## src/rtl/cam_capture_ctrl.sv

```systemverilog
// cam_capture_ctrl: locks to a camera frame, packs byte pairs into RGB565 pixels and writes a window to scratchpad
module cam_capture_ctrl #(
  parameter int ADDR_WIDTH = 12,
  parameter int DIM_WIDTH  = 10
) (
  input  logic                  clk,
  input  logic                  resetn,
  input  logic                  start,
  input  logic                  abort,
  input  logic [DIM_WIDTH-1:0]  col_start,
  input  logic [DIM_WIDTH-1:0]  col_count,
  input  logic [DIM_WIDTH-1:0]  row_start,
  input  logic [DIM_WIDTH-1:0]  row_count,
  input  logic                  cam_vsync,
  input  logic                  cam_href,
  input  logic                  cam_byte_en,
  input  logic [7:0]            cam_dat,
  output logic                  busy,
  output logic                  done,
  output logic                  frame_err,
  output logic                  wr_en,
  output logic [ADDR_WIDTH-1:0] wr_addr,
  output logic [15:0]           wr_data,
  output logic [ADDR_WIDTH:0]   pix_count
);
  typedef enum logic [2:0] {IDLE, SYNC, ARM, ACTIVE, DONE} state_t;
  state_t               state;
  logic [DIM_WIDTH-1:0] cs, cc, rs, rc;
  logic [DIM_WIDTH:0]   row_idx;
  logic [DIM_WIDTH+1:0] col_byte;
  logic                 href_q;
  logic [7:0]           hi;
  logic                 rise, fall, strobe, in_win, last_row;
  logic [DIM_WIDTH+1:0] cb;
  logic [DIM_WIDTH:0]   col, col_end, row_end, row_nxt;
  // Line edge detection and window membership of the byte being sampled this cycle
  always_comb begin
    rise     = cam_href & ~href_q;
    fall     = href_q & ~cam_href;
    strobe   = cam_byte_en & cam_href;
    cb       = rise ? '0 : col_byte;
    col      = cb[DIM_WIDTH+1:1];
    col_end  = {1'b0, cs} + {1'b0, cc};
    row_end  = {1'b0, rs} + {1'b0, rc};
    row_nxt  = row_idx + 1'b1;
    in_win   = (col >= {1'b0, cs}) && (col < col_end) && (row_idx >= {1'b0, rs}) && (row_idx < row_end);
    last_row = fall && (row_nxt == row_end);
  end
  // Capture sequencer with registered outputs; abort overrides every state
  always_ff @(posedge clk or negedge resetn) begin
    if (!resetn) begin
      state     <= IDLE;
      busy      <= 1'b0;
      done      <= 1'b0;
      frame_err <= 1'b0;
      wr_en     <= 1'b0;
      wr_addr   <= '0;
      wr_data   <= '0;
      pix_count <= '0;
      cs        <= '0;
      cc        <= '0;
      rs        <= '0;
      rc        <= '0;
      row_idx   <= '0;
      col_byte  <= '0;
      href_q    <= 1'b0;
      hi        <= '0;
    end else begin
      wr_en <= 1'b0;
      done  <= 1'b0;
      if (wr_en) wr_addr <= wr_addr + 1'b1;
      if (abort) begin
        state <= IDLE;
        busy  <= 1'b0;
      end else begin
        case (state)
          IDLE: if (start) begin
            cs        <= col_start;
            cc        <= col_count;
            rs        <= row_start;
            rc        <= row_count;
            frame_err <= 1'b0;
            pix_count <= '0;
            wr_addr   <= '0;
            if (col_count == '0 || row_count == '0) begin
              state <= DONE;
              done  <= 1'b1;
            end else begin
              state <= SYNC;
              busy  <= 1'b1;
            end
          end
          SYNC: if (cam_vsync) state <= ARM;
          ARM: if (!cam_vsync) begin
            state    <= ACTIVE;
            row_idx  <= '0;
            col_byte <= '0;
            href_q   <= 1'b0;
          end
          ACTIVE: begin
            href_q <= cam_href;
            if (strobe) begin
              col_byte <= cb + 1'b1;
              if (!cb[0]) hi <= cam_dat;
              else if (in_win) begin
                wr_en     <= 1'b1;
                wr_data   <= {hi, cam_dat};
                pix_count <= (pix_count != '1) ? pix_count + 1'b1 : pix_count;
              end
            end else if (rise) col_byte <= '0;
            if (fall) row_idx <= row_nxt;
            if (last_row || cam_vsync) begin
              state     <= DONE;
              done      <= 1'b1;
              busy      <= 1'b0;
              frame_err <= frame_err | ~last_row;
            end
          end
          default: state <= IDLE;
        endcase
      end
    end
  end
endmodule

```

## config.mk

```make
export PLATFORM = sky130hd
export DESIGN_NAME = cam_capture_ctrl
export DESIGN_NICKNAME = d
export VERILOG_FILES = /design/src/rtl/cam_capture_ctrl.sv
export SDC_FILE = /design/constraint.sdc
export NUM_CORES = 1
export LEC_CHECK = 0
export CAP_MARGIN = 20
export CELL_PAD_IN_SITES_DETAIL_PLACEMENT = 1
export CELL_PAD_IN_SITES_GLOBAL_PLACEMENT = 1
export CORE_MARGIN = 8
export CORE_UTILIZATION = 43
export DETAILED_ROUTE_END_ITERATION = 8
export PLACE_DENSITY_LB_ADDON = 0.1
export SYNTH_ARGS = -nofsm -noshare
export SYNTH_HDL_FRONTEND = slang
export SYNTH_SLANG_ARGS = --single-unit
```

## constraint.sdc

```tcl
create_clock -name clk -period 4.4 [get_ports clk]
set_input_delay 0.88 -clock clk [delete_from_list [all_inputs] [get_ports clk]]
set_output_delay 0.88 -clock clk [all_outputs]
set_load 0.05 [all_outputs]
```

After elaboration in Yosys (flattened, before gate mapping). Index checks and enable logic that the tools add are counted.

Add/subtract/negate cells: 6. Magnitude comparators: 4. Equality and inequality tests: 18. Mux-type cells: 44. Bitwise logic cells: 9. Reductions and logical operators: 21.

Operator list (count): 12-bit two-way mux (7); 13-bit two-way mux (5); 13-bit one-hot mux with 2 select lines (1); 12-bit by 1-bit adder with 12-bit output (second input constant) (2); 12-bit one-hot mux with 2 select lines (1); 10-bit by 10-bit adder with 11-bit output (2); 11-bit by 10-bit greater-or-equal comparator with 1-bit output (2); 11-bit less-than comparator (2); 11-bit two-way mux (2); 11-bit one-hot mux with 2 select lines (1); 10-bit logical NOT (2); 4-bit AND reduction (5); 3-bit two-way mux (6); 1-bit two-way mux (16); 2-bit != test (second input constant) (8); 3-bit != test (second input constant) (5); 13-bit by 1-bit adder with 13-bit output (second input constant) (1); 13-bit != test (second input constant) (1); 3-bit one-hot mux with 4 select lines (1); 11-bit by 1-bit adder with 11-bit output (second input constant) (1); 11-bit equality test (1); 1-bit one-hot mux with 2 select lines (4); 7-bit AND reduction (1); 3-bit by 2-bit equality test with 1-bit output (second input constant) (2); other kinds (11) (23).

Register bits: 120. Output and inout port bits: 45. Logic and storage cells: 118.

Depth between registers and ports, before layout.
Word-level depth: 12. Mapped depth: 19.

Worst setup path after synthesis. No wires, ideal clock.

Path type: register -> register. From: register cs[0]. To: register wr_data[10]. Library setup time: 0.127 ns. Arrival: 3.699 ns. Required time: 4.273 ns. Setup slack: 0.573 ns. Cell stages (with the launch flop): 20. Buffers on the path: 1. Cell sequence: dfrtp_1 > ha_1 > fa_1 > a21o_1 > a21oi_1 > o21bai_1 > a21oi_1 > o21bai_1 > a21oi_1 > xor2_1 > ha_1 > a21oi_1 > nor2b_1 > o21ai_0 > nand2_1 > and4b_1 > nand3_2 > nor2_4 > buf_6 > mux2_1.

Longest elaborated chain between the ends: 6.

Ends and longest elaborated chain: from (decl) (line 28) `logic [DIM_WIDTH-1:0] cs, cc, rs, rc;`; from (signal assigned) (line 78) `cs <= col_start;`; 10-bit by 10-bit adder with 11-bit output (line 43) `col_end = {1'b0, cs} + {1'b0, cc};`; 11-bit less-than comparator (line 46) `in_win = (col >= {1'b0, cs}) && (col < col_end) && (row_idx >= {1'b0, rs}) && (row_idx < row_end);`; 1-bit logical AND * (3 in series) (line 46); 5-bit AND reduction (no source line) *; to (signal assigned) (line 107) `wr_data <= {hi, cam_dat};`; to (decl) (line 23) `output logic [15:0] wr_data,`.

Every way passes the cells marked *; elsewhere a longest branch is shown, timed or not. A chain may end at the register's enable or synchronous reset.

Final worst setup path.
From: register cs[0]. To: register wr_data[13].

Same word-level chain as after synthesis.

==> impl_metrics.env <==
export IMPL_wire_per_inst_um=19.8
export IMPL_synth_distinct_cells=71
export IMPL_syn_area_per_cell_um2=9.34
export IMPL_startpoint="cs[0]"
export IMPL_overflow=0
export IMPL_syn_area_um2=7400
export IMPL_syn_inst=792
export IMPL_report_final_setup_viol=0
export IMPL_utilization_pct=54.6
export IMPL_status="finished, final reports clean"
export IMPL_crit_required_ns=4.70
export IMPL_syn2layout_area_growth_pct=25.9
export IMPL_hold_violations=0
export IMPL_ant_nets=0
export IMPL_slew_violations=0
export IMPL_leakagePower_uw=0.00433
export IMPL_r2r_end="wr_data[13]"
export IMPL_seq_area_um2=3000
export IMPL_drt_iter0_drc=216
export IMPL_synth_edf_count=0
export IMPL_nFillCells=1949
export IMPL_final_layout_size_suffix_gt1_share_pct=9.85
export IMPL_layout_nets=1023
export IMPL_drc=0
export IMPL_vias_per_cell=5.56
export IMPL_p_per_area_nw_per_um2=447
export IMPL_dpl_worst_slack_ns=0.0385
export IMPL_cts_tree="built"
export IMPL_initial_core_util_pct=43.4
export IMPL_fp_dieH_um=147
export IMPL_skew_ns=0.0126
export IMPL_r2r_start="cs[0]"
export IMPL_antenna_found_initial=0
export IMPL_finalCriticalPeriod_ns=4.19
export IMPL_crit_end="wr_data[13]"
export IMPL_grt_pass1_wl_um=36200
export IMPL_htree_levels=4
export IMPL_vdd_drop_max_mv=0.311
export IMPL_fin_ws_ns=0.207
export IMPL_worst_slew_pin_slew_ns=0.996
export IMPL_clk_pin_slew_ns=0.06
export IMPL_port_buffers=99
export IMPL_gp_congestion=0.892
export IMPL_crit_path_end_kind="register"
export IMPL_path_max_fanout=17
export IMPL_dr_pass1_iters=4
export IMPL_antenna_cells_inserted=0
export IMPL_io_pins=100
export IMPL_start_kind="register"
export IMPL_vias=6338
export IMPL_root_buffer="clkbuf_16"
export IMPL_ys_seq_area_share_pct=40.6
export IMPL_syn_num_nets=914
export IMPL_clock_latency_ns=0.43
export IMPL_synth_area_leader_cell="dfrtp_1"
export IMPL_grt_max_degree=73
export IMPL_async_flop_share_pct=100
export IMPL_finalSetupTns_ns=0
export IMPL_die_w_um=147
export IMPL_max_freq_mhz=239
export IMPL_core_um2=17100
export IMPL_ys_ff_latch=120
export IMPL_final_cell_area_um2=9320
export IMPL_synth_most_common_cell="nand2_1"
export IMPL_clkSinkCount=120
export IMPL_clockBufferDepth=2
export IMPL_hold_path_class="reg2reg"
export IMPL_arrival_ns=4.49
export IMPL_crit_type="reg2reg"
export IMPL_drt_wl_total_um=22600
export IMPL_synth_top_area_share_pct=40.6
export IMPL_ys_warn_count=0
export IMPL_rows=48
export IMPL_cts_buffers=17
export IMPL_synth_ff_type="dfrtp_1"
export IMPL_grt_use_total_pct=20.9
export IMPL_synth_top_cells_by_count="149 x nand2_1, 120 x dfrtp_1, 65 x ha_1, 61 x o21ai_0, 46 x nor2_1"
export IMPL_rrSetupSlack_ns=0.21
export IMPL_grt_pass1_vias=6953
export IMPL_netlist_top_cells_area="dfrtp_1 41%, ha_1 11%, nand2_1 7.6%"
export IMPL_slew_headroom_pct=33.6
export IMPL_hpwl_um=16700
export IMPL_die_area_um2=21700
export IMPL_multiInputGateArea_um2=4210
export IMPL_dpl_cell_area_um2=8690
export IMPL_finalCritPeriodShare_pct=95.3
export IMPL_maxCapViolations=0
export IMPL_reg2reg_depth=17
-- critical path: stages (launching register included) --
cell      delay [ns]
dfrtp_1         0.41
ha_1            0.25
fa_1            0.40
a21o_1          0.19
a21oi_2         0.17
o21bai_1        0.10
a21oi_2         0.19
o21bai_1        0.09
a21oi_2         0.17
nor2_1          0.06
a211oi_1        0.28
ha_1            0.31
and4_1          0.23
o221ai_1        0.25
nand3_4         0.26
nor2_4          0.18
buf_12          0.16
mux2_1          0.36
-- where the power goes --
group | total (µW) | switching [µW] | internal (µW)
Sequential | 1350 | 114 | 1240
Combinational | 1450 | 805 | 644
Clock | 1370 | 613 | 754
-- how the worst min path moves through the flow --
stage,end,slack (ns),cells after the start,from
2_1_floorplan,col_byte[3],0.44,2,col_byte[3]
3_3_place_gp,col_byte[3],0.46,2,col_byte[3]
3_5_place_dp,col_byte[3],0.47,2,col_byte[3]
4_1_cts,col_byte[3],0.49,2,col_byte[3]
5_1_grt,frame_err,0.51,1,frame_err
6_report,col_byte[3],0.48,2,col_byte[3]
-- metal layers --
layer	global-route usage (%)	vias up	part of all wire, %
met5	0	-	0
met1	23.8	3186	42
met2	37.3	119	52
met4	7.75	0	2.7
li1	-	2999	-
met3	4.74	34	3.0
-- sequential cells by signal, summed over array words and instances, names as in the netlist, 8 cells and up --
register and cells:
cs 10, pix_count 13, hi 8, col_byte 12, wr_data 16, row_idx 11
rs 10, rc 10, cc 10, wr_addr 12
-- cell usage in the layout, fill, tap and decap left out, types with 15 or more instances in the layout --
cell,netlist,routed
nand3_1,19,19
ha_1,65,65
a21oi_1,28,24
clkdlybuf4s50_1,0,98
nor2_1,46,46
inv_1,34,34
nand2b_1,15,15
o21ai_0,61,61
mux2_2,15,15
xor2_1,20,20
nand2_1,149,149
clkbuf_16,0,17
xnor2_1,22,22
dfrtp_1,120,120
-- through the flow --
step	hold slack [ns]	cells	power [µW]
after floorplan	0.441	792	2350
after global placement	0.464	1104	2690
after detailed placement	0.474	1104	2780
after CTS	0.489	1136	4180
after global routing	0.514	1139	4420
final	0.483	1139	4170
-- cells by family after synthesis --
logic type | count (synthesis) | share of synthesized area, %
AO/OA/AOI/OAI | 153 | 13.3
XOR/XNOR | 45 | 5.88
adder cells (fa/ha/maj) | 67 | 11.5
buffers and inverters | 58 | 3.09
flip-flops | 120 | 40.6
multiplexers | 35 | 5.14
AND/OR/NAND/NOR | 314 | 20.4
-- what timing repair did --
item	CTS	global route
hold buffers	0	0
gates resized for setup	0	7
endpoints found under the setup margin	0	27
buffers inserted	0	2
-- cell type report --
class | count | share of cell area, %
Multi-Input combinational cell | 615 | 45.2
Sequential cell | 120 | 32.2
Timing Repair Buffer | 112 | 11.9
Clock buffer | 17 | 4.57
Tap cell | 225 | 3.02
Clock inverter | 15 | 1.61
Inverter | 35 | 1.41
Note: power is estimated with default switching activity, not from simulation.
==> RTL edit 1, RTL diff (config.mk and constraints unchanged) <==
Re-encode `state_t` (5 states) as one-hot, 5 bits wide.
--- a/src/rtl/cam_capture_ctrl.sv
+++ b/src/rtl/cam_capture_ctrl.sv
@@ -23,7 +23,7 @@
   output logic [15:0]           wr_data,
   output logic [ADDR_WIDTH:0]   pix_count
 );
-  typedef enum logic [2:0] {IDLE, SYNC, ARM, ACTIVE, DONE} state_t;
+  typedef enum logic [4:0] {IDLE = 5'b00001, SYNC = 5'b00010, ARM = 5'b00100, ACTIVE = 5'b01000, DONE = 5'b10000} state_t;
   state_t               state;
   logic [DIM_WIDTH-1:0] cs, cc, rs, rc;
   logic [DIM_WIDTH:0]   row_idx;
Behaviour: no difference found for any inputs over 4 cycles, from zero or initial values and one cycle with resetn low; so few cycles prove little.
==> RTL edit 1 against the original RTL <==
Global-route usage decreased by 0.90 points. Sequential cell count up 2. Sequential share of layout area is 0.51 points higher. Setup slack better by 0.11 ns. Routed wire length down 7.0%. Synthesized area about the same. Power fell by 7.6%. Die area is essentially flat. Maximum frequency increased by 2.8%. Final area increased by 0.12%. First-iteration DRC count is 16% higher. Critical path depth is 1 lower. Critical path type unchanged. Critical endpoint is now pix_count[10]$_DFFE_PN0P_. Highest routed layer unchanged.
==> RTL edit 1: results (changes against the original RTL) <==
cells_and_area:
  area_delta_synth_final_pct: 25.9  # about the same
  antennaDiodeCount: 0  # unchanged
  final_nets: 1016  # -0.68%
  drive_gt1_frac: 0.103  # +0.00407
  fill_cells: 1905  # -2.3%
grt:
  grt_max_degree: 84  # +15%
  use_met3: 0.0437  # -0.00369
  grtUsageTotal: 0.200  # -0.00903
  grt_first_pass_wirelength_um: 35000  # -3.2%
  grt_pass1_vias: 6856  # -1.4%
synth:
  synth_compound_area_frac: 0.150  # +0.0170
  yosys.area_share.adder: 0.115  # about the same
  synthCells: 790  # -0.25%
  synth.area.mux_share: 0.0392  # -0.0122
  synth_cell_types: 68  # -4.2%
  async_reset_ff_frac: 1.00  # unchanged
  ys_seq_area_frac: 0.412  # +0.00665
  synth_nets: 912  # -0.22%
  synth_xor_area_frac: 0.0569  # -0.00190
  yosys-top-cells-count: "131 x nand2_1, 121 x dfrtp_1, 69 x o21ai_0, 65 x ha_1, 50 x nor2_1"
timing:
  clock_skew_ns: 0.00865  # -0.00393 ns
setup_path:
  worst_path_max_delay_cell: "or4_1"
  slowest_delay_ns: 0.46  # +0.05 ns
  crit_fanout: 11  # -6
  arrival_ns: 4.42  # -0.07 ns
power_and_ir_drop:
  ir_drop_v: 0.000317  # +2.2%
  p_clk_w: 0.00146  # +7%
  clkPwrFrac: 0.379  # +0.051
  leakage_nw: 4.33  # about the same
  switching_power_w: 0.00129  # -16%
  powerComb_w: 0.00110  # -24%
clock_network:
  insertion_delay_ns: 0.43  # about the same
drt:
  wl_met2_um: 11200  # -3.9%
  wl_per_cell_um: 18.5  # -6.4%
  viasPerCell: 5.50  # -1.1%
  routed_wl_um: 21000  # -7.0%
  drtIter0Drc: 251  # +16%
  routed-wl-met3_um: 621  # -8.3%
  wl_met1_um: 8870  # -7.4%
placement:
  place_inst: 1097  # -0.63%
  place.detailed.hpwl_um: 15600  # -6.8%
  gp_congestion: 0.834  # -6.5%
  dpl_cell_area_um2: 8650  # -0.42%
status:
  status: "complete, no violations"
## RTL edit 1: changes by cell type in the layout (fill, tap and decap cells not counted), sizes merged, moves of 7 or more
cell    before  now
nand2      149  131
a21oi       29   40
nand2b      15    8
nor3        18    8
o21ai       63   70
mux2i       11    2
## RTL edit 1: final cells by class
| class | instances | area share |
|---|---|---|
| clock inverters | 15 | 0.0192 |
| well taps | 225 | 0.0302 |
| clock buffers | 17 | 0.0456 |
| inverters | 34 | 0.0137 |
| multi-input cells | 610 | 0.447 |
| repair buffers | 109 | 0.117 |
| flip-flops and latches | 122 | 0.327 |
## RTL edit 1: worst paths after layout
check,start,endpoint,slack [ns],depth (start not counted)
hold / removal,rc[5]$_DFFE_PN0P_,rc[5]$_DFFE_PN0P_,0.49,2
setup reg to reg,rs[0]$_DFFE_PN0P_,pix_count[10]$_DFFE_PN0P_,0.32,16
max in group asynchronous,resetn,state[0]$_DFFE_PN1P_,3.03,2
hold reg to reg,rc[5]$_DFFE_PN0P_,rc[5]$_DFFE_PN0P_,0.49,2
min in group asynchronous,resetn,cc[6]$_DFFE_PN0P_,0.52,1
setup / recovery,rs[0]$_DFFE_PN0P_,pix_count[10]$_DFFE_PN0P_,0.32,16
## RTL edit 1: through the flow
stage               total power (W)   util  worst slack [ns]
floorplan                   0.00206      -             0.678
global placement            0.00232  0.507             0.149
detailed placement          0.00239  0.507           -0.0469
CTS                         0.00387  0.543            0.0411
global route                0.00409  0.547          -0.00106
finish                      0.00385  0.547             0.322
## RTL edit 1: repair_timing
item                       CTS  global route
buffers inserted             0             2
pin swaps                    0             3
setup endpoints to repair    8            27
hold endpoints to repair     0             0
gates resized for setup      1             8
gates cloned                 0             1
==> RTL edit 2, RTL diff (same settings) <==
Made on the original files. `DIM_WIDTH`: 10 -> 8.
--- a/src/rtl/cam_capture_ctrl.sv
+++ b/src/rtl/cam_capture_ctrl.sv
@@ -1,7 +1,7 @@
 // cam_capture_ctrl: locks to a camera frame, packs byte pairs into RGB565 pixels and writes a window to scratchpad
 module cam_capture_ctrl #(
   parameter int ADDR_WIDTH = 12,
-  parameter int DIM_WIDTH  = 10
+  parameter int DIM_WIDTH  = 8
 ) (
   input  logic                  clk,
   input  logic                  resetn,
Interface: changed (resized col_count, col_start, row_count and row_start); port bits go from 100 to 92. The function was not compared with the original's and may differ.
==> RTL edit 2 against the original RTL <==
Maximum frequency up 0.41%. Final area down 15%. Routed wire length down 20%. Sequential cell count down 12. Critical path depth down 5. Setup slack better by 0.017 ns. Die area down 11%. Synthesized area down 12%. Power down 25%. Clock power down 33%. Largest power group is now registers.
==> RTL edit 2: results (changes against the original RTL) <==
setup_path:
  crit_fanout: 17  # unchanged
  path_class: "register to register"
  slowest_delay_ns: 0.57  # +0.16 ns
  arrival_ns: 4.42  # -0.07 ns
  worst_path_max_delay_cell: "o41ai_1"
  timing.reg2reg.setup_slack_ns: 0.22  # +0.02 ns
  rr_worst_depth: 12  # -5
  r2r_start: "rs[0]$_DFFE_PN0P_"
  r2r_end: "wr_data[4]$_DFFE_PN0P_"
timing:
  clock_skew_ns: 0.0142  # +0.00164 ns
  slew_headroom: 0.393  # +0.0573
  setup_tns_ns: 0  # unchanged
grt:
  grt_pass1_vias: 5992  # -14%
  grt_max_degree: 109  # +49%
  grt_first_pass_wirelength_um: 30700  # -15%
  antenna_found_initial: 0  # unchanged
  grtUsageTotal: 0.196  # -0.0131
power_and_ir_drop:
  leakage_nw: 3.72  # -14%
  ir_drop_v: 0.000187  # -40%
  netSwitchingFraction: 0.337  # -0.0305
placement:
  gp_congestion: 0.793  # -11%
  place_inst: 950  # -14%
  place.detailed.hpwl_um: 13700  # -18%
  port_buffers: 91  # -8.1%
clock_network:
  cts_max_path_buffers: 2  # unchanged
  cts_setup_buffers: 0  # unchanged
  cts_resized: 0  # unchanged
  path_clk_slew_ns: 0.07
  numCtsBuffers: 9  # -8
  htreeDepth: 3  # -1
  clockRootBuffer: "clkbuf_16"
  insertion_delay_ns: 0.36  # -0.07 ns
cells_and_area:
  antennaDiodeCount: 0  # unchanged
  fill_cells: 1702  # -13%
  reg_top3: "wr_data (16), pix_count (13), wr_addr (12)"
  final_nets: 875  # -14%
  drive_gt1_frac: 0.0900  # -0.00849
synth:
  synth_warnings: 0  # unchanged
  yosys-top-cells-count: "116 x nand2_1, 108 x dfrtp_1, 53 x ha_1, 44 x o21ai_0, 37 x nor2_1"
  yosys-top-cells-area: "dfrtp_1 42%, ha_1 10%, nand2_1 6.7%"
  syn_area_per_cell_um2: 9.47  # +1.4%
  ys_seq_area_frac: 0.416  # +0.0102
  ys.flop_type: "dfrtp_1"
  async_reset_ff_frac: 1.00  # unchanged
  synth_cell_types: 61  # -14%
  synth_nets: 788  # -14%
worst_hold_path:
  hp-class: "register to register"
  min_to: "cc[0]$_DFFE_PN0P_"
  holdPathStages: 2  # unchanged
  min_from: "cc[0]$_DFFE_PN0P_"
drt:
  dr.pass1.iters: 5  # +1
  viasPerCell: 5.58  # +0.27%
  wl_per_cell_um: 18.7  # -5.4%
  routed_wl_um: 18100  # -20%
  drtIter0Drc: 203  # -6.0%
status:
  status: "complete, no violations"
## RTL edit 2: cell count changes after synthesis, sizes merged, moves of 10 or more
cell / before / now
nand2: 149 / 116
nor2: 47 / 37
dfrtp: 120 / 108
nor3: 18 / 6
o21ai: 63 / 45
ha: 65 / 53
## RTL edit 2: power by group through the flow
stage	clock network [W]	logic, W	registers (W)
floorplan	0	0.000738	0.00117
global placement	0	0.000993	0.00119
detailed placement	0	0.00104	0.00119
CTS	0.000935	0.00105	0.00118
global route	0.000975	0.00118	0.00119
finish	0.000916	0.00104	0.00117
## RTL edit 2: cells by family (layout without fill, tap and decap cells)
kind of cell               after synthesis  after routing  synth area share
and+or+nand+nor                        258            258             0.191
AOI/OAI and AO/OA                      138            138             0.139
DFF                                    108            108             0.416
buffers and inverters                   59            151            0.0381
adders and majority gates               55             55             0.108
xor gates and xnor gates                36             36            0.0485
muxes                                   32             32            0.0591
## RTL edit 2: how the worst max path moves through the flow
stage          cells past startpoint                      end  slack, ns
2_1_floorplan                     13  wr_data[10]$_DFFE_PN0P_       0.71
3_3_place_gp                      12   wr_data[4]$_DFFE_PN0P_       0.42
3_5_place_dp                      12   wr_data[4]$_DFFE_PN0P_       0.29
4_1_cts                           12   wr_data[4]$_DFFE_PN0P_       0.28
5_1_grt                           12   wr_data[4]$_DFFE_PN0P_       0.08
6_report                          12   wr_data[4]$_DFFE_PN0P_       0.22
## RTL edit 2: critical path: cells and delay by family, from the launching register on
family	cells	cell delay, ns
adder cells (fa/ha/maj)	3	1.06
multiplexers	1	0.37
buffers and inverters	1	0.29
AND/OR/NAND/NOR	1	0.22
flip-flops	1	0.41
AO/OA/AOI/OAI	6	1.71
## RTL edit 2: per-layer routing
| layer | track usage | vias up | share of wire |
|---|---|---|---|
| li1 | - | 2575 | - |
| met5 | 0 | - | 0 |
| met1 | 0.235 | 2720 | 0.45 |
| met2 | 0.344 | 79 | 0.50 |
| met3 | 0.0386 | 16 | 0.036 |
| met4 | 0.0630 | 0 | 0.013 |
## RTL edit 2: layout make-up
cell class	instances	area, um2	area share
tap	188	235	0.0296
timing repair buffer	101	1010	0.127
multi-input combinational	519	3550	0.447
clock buffer	10	239	0.0300
clock inverter	6	91.3	0.0115
sequential	108	2700	0.340
inverter	34	128	0.0160
## RTL edit 2: metrics by stage
stage / hold WS, ns / instance area (um2) / util / setup WS, ns / total power (W)
global route: 0.502 / 7960 / 0.531 / 0.0814 / 0.00334
detailed placement: 0.471 / 7630 / 0.509 / 0.294 / 0.00223
global placement: 0.469 / 7630 / 0.509 / 0.422 / 0.00218
finish: 0.489 / 7960 / 0.531 / 0.225 / 0.00313
CTS: 0.487 / 7960 / 0.531 / 0.277 / 0.00316
floorplan: 0.441 / 6500 / - / 0.710 / 0.00191
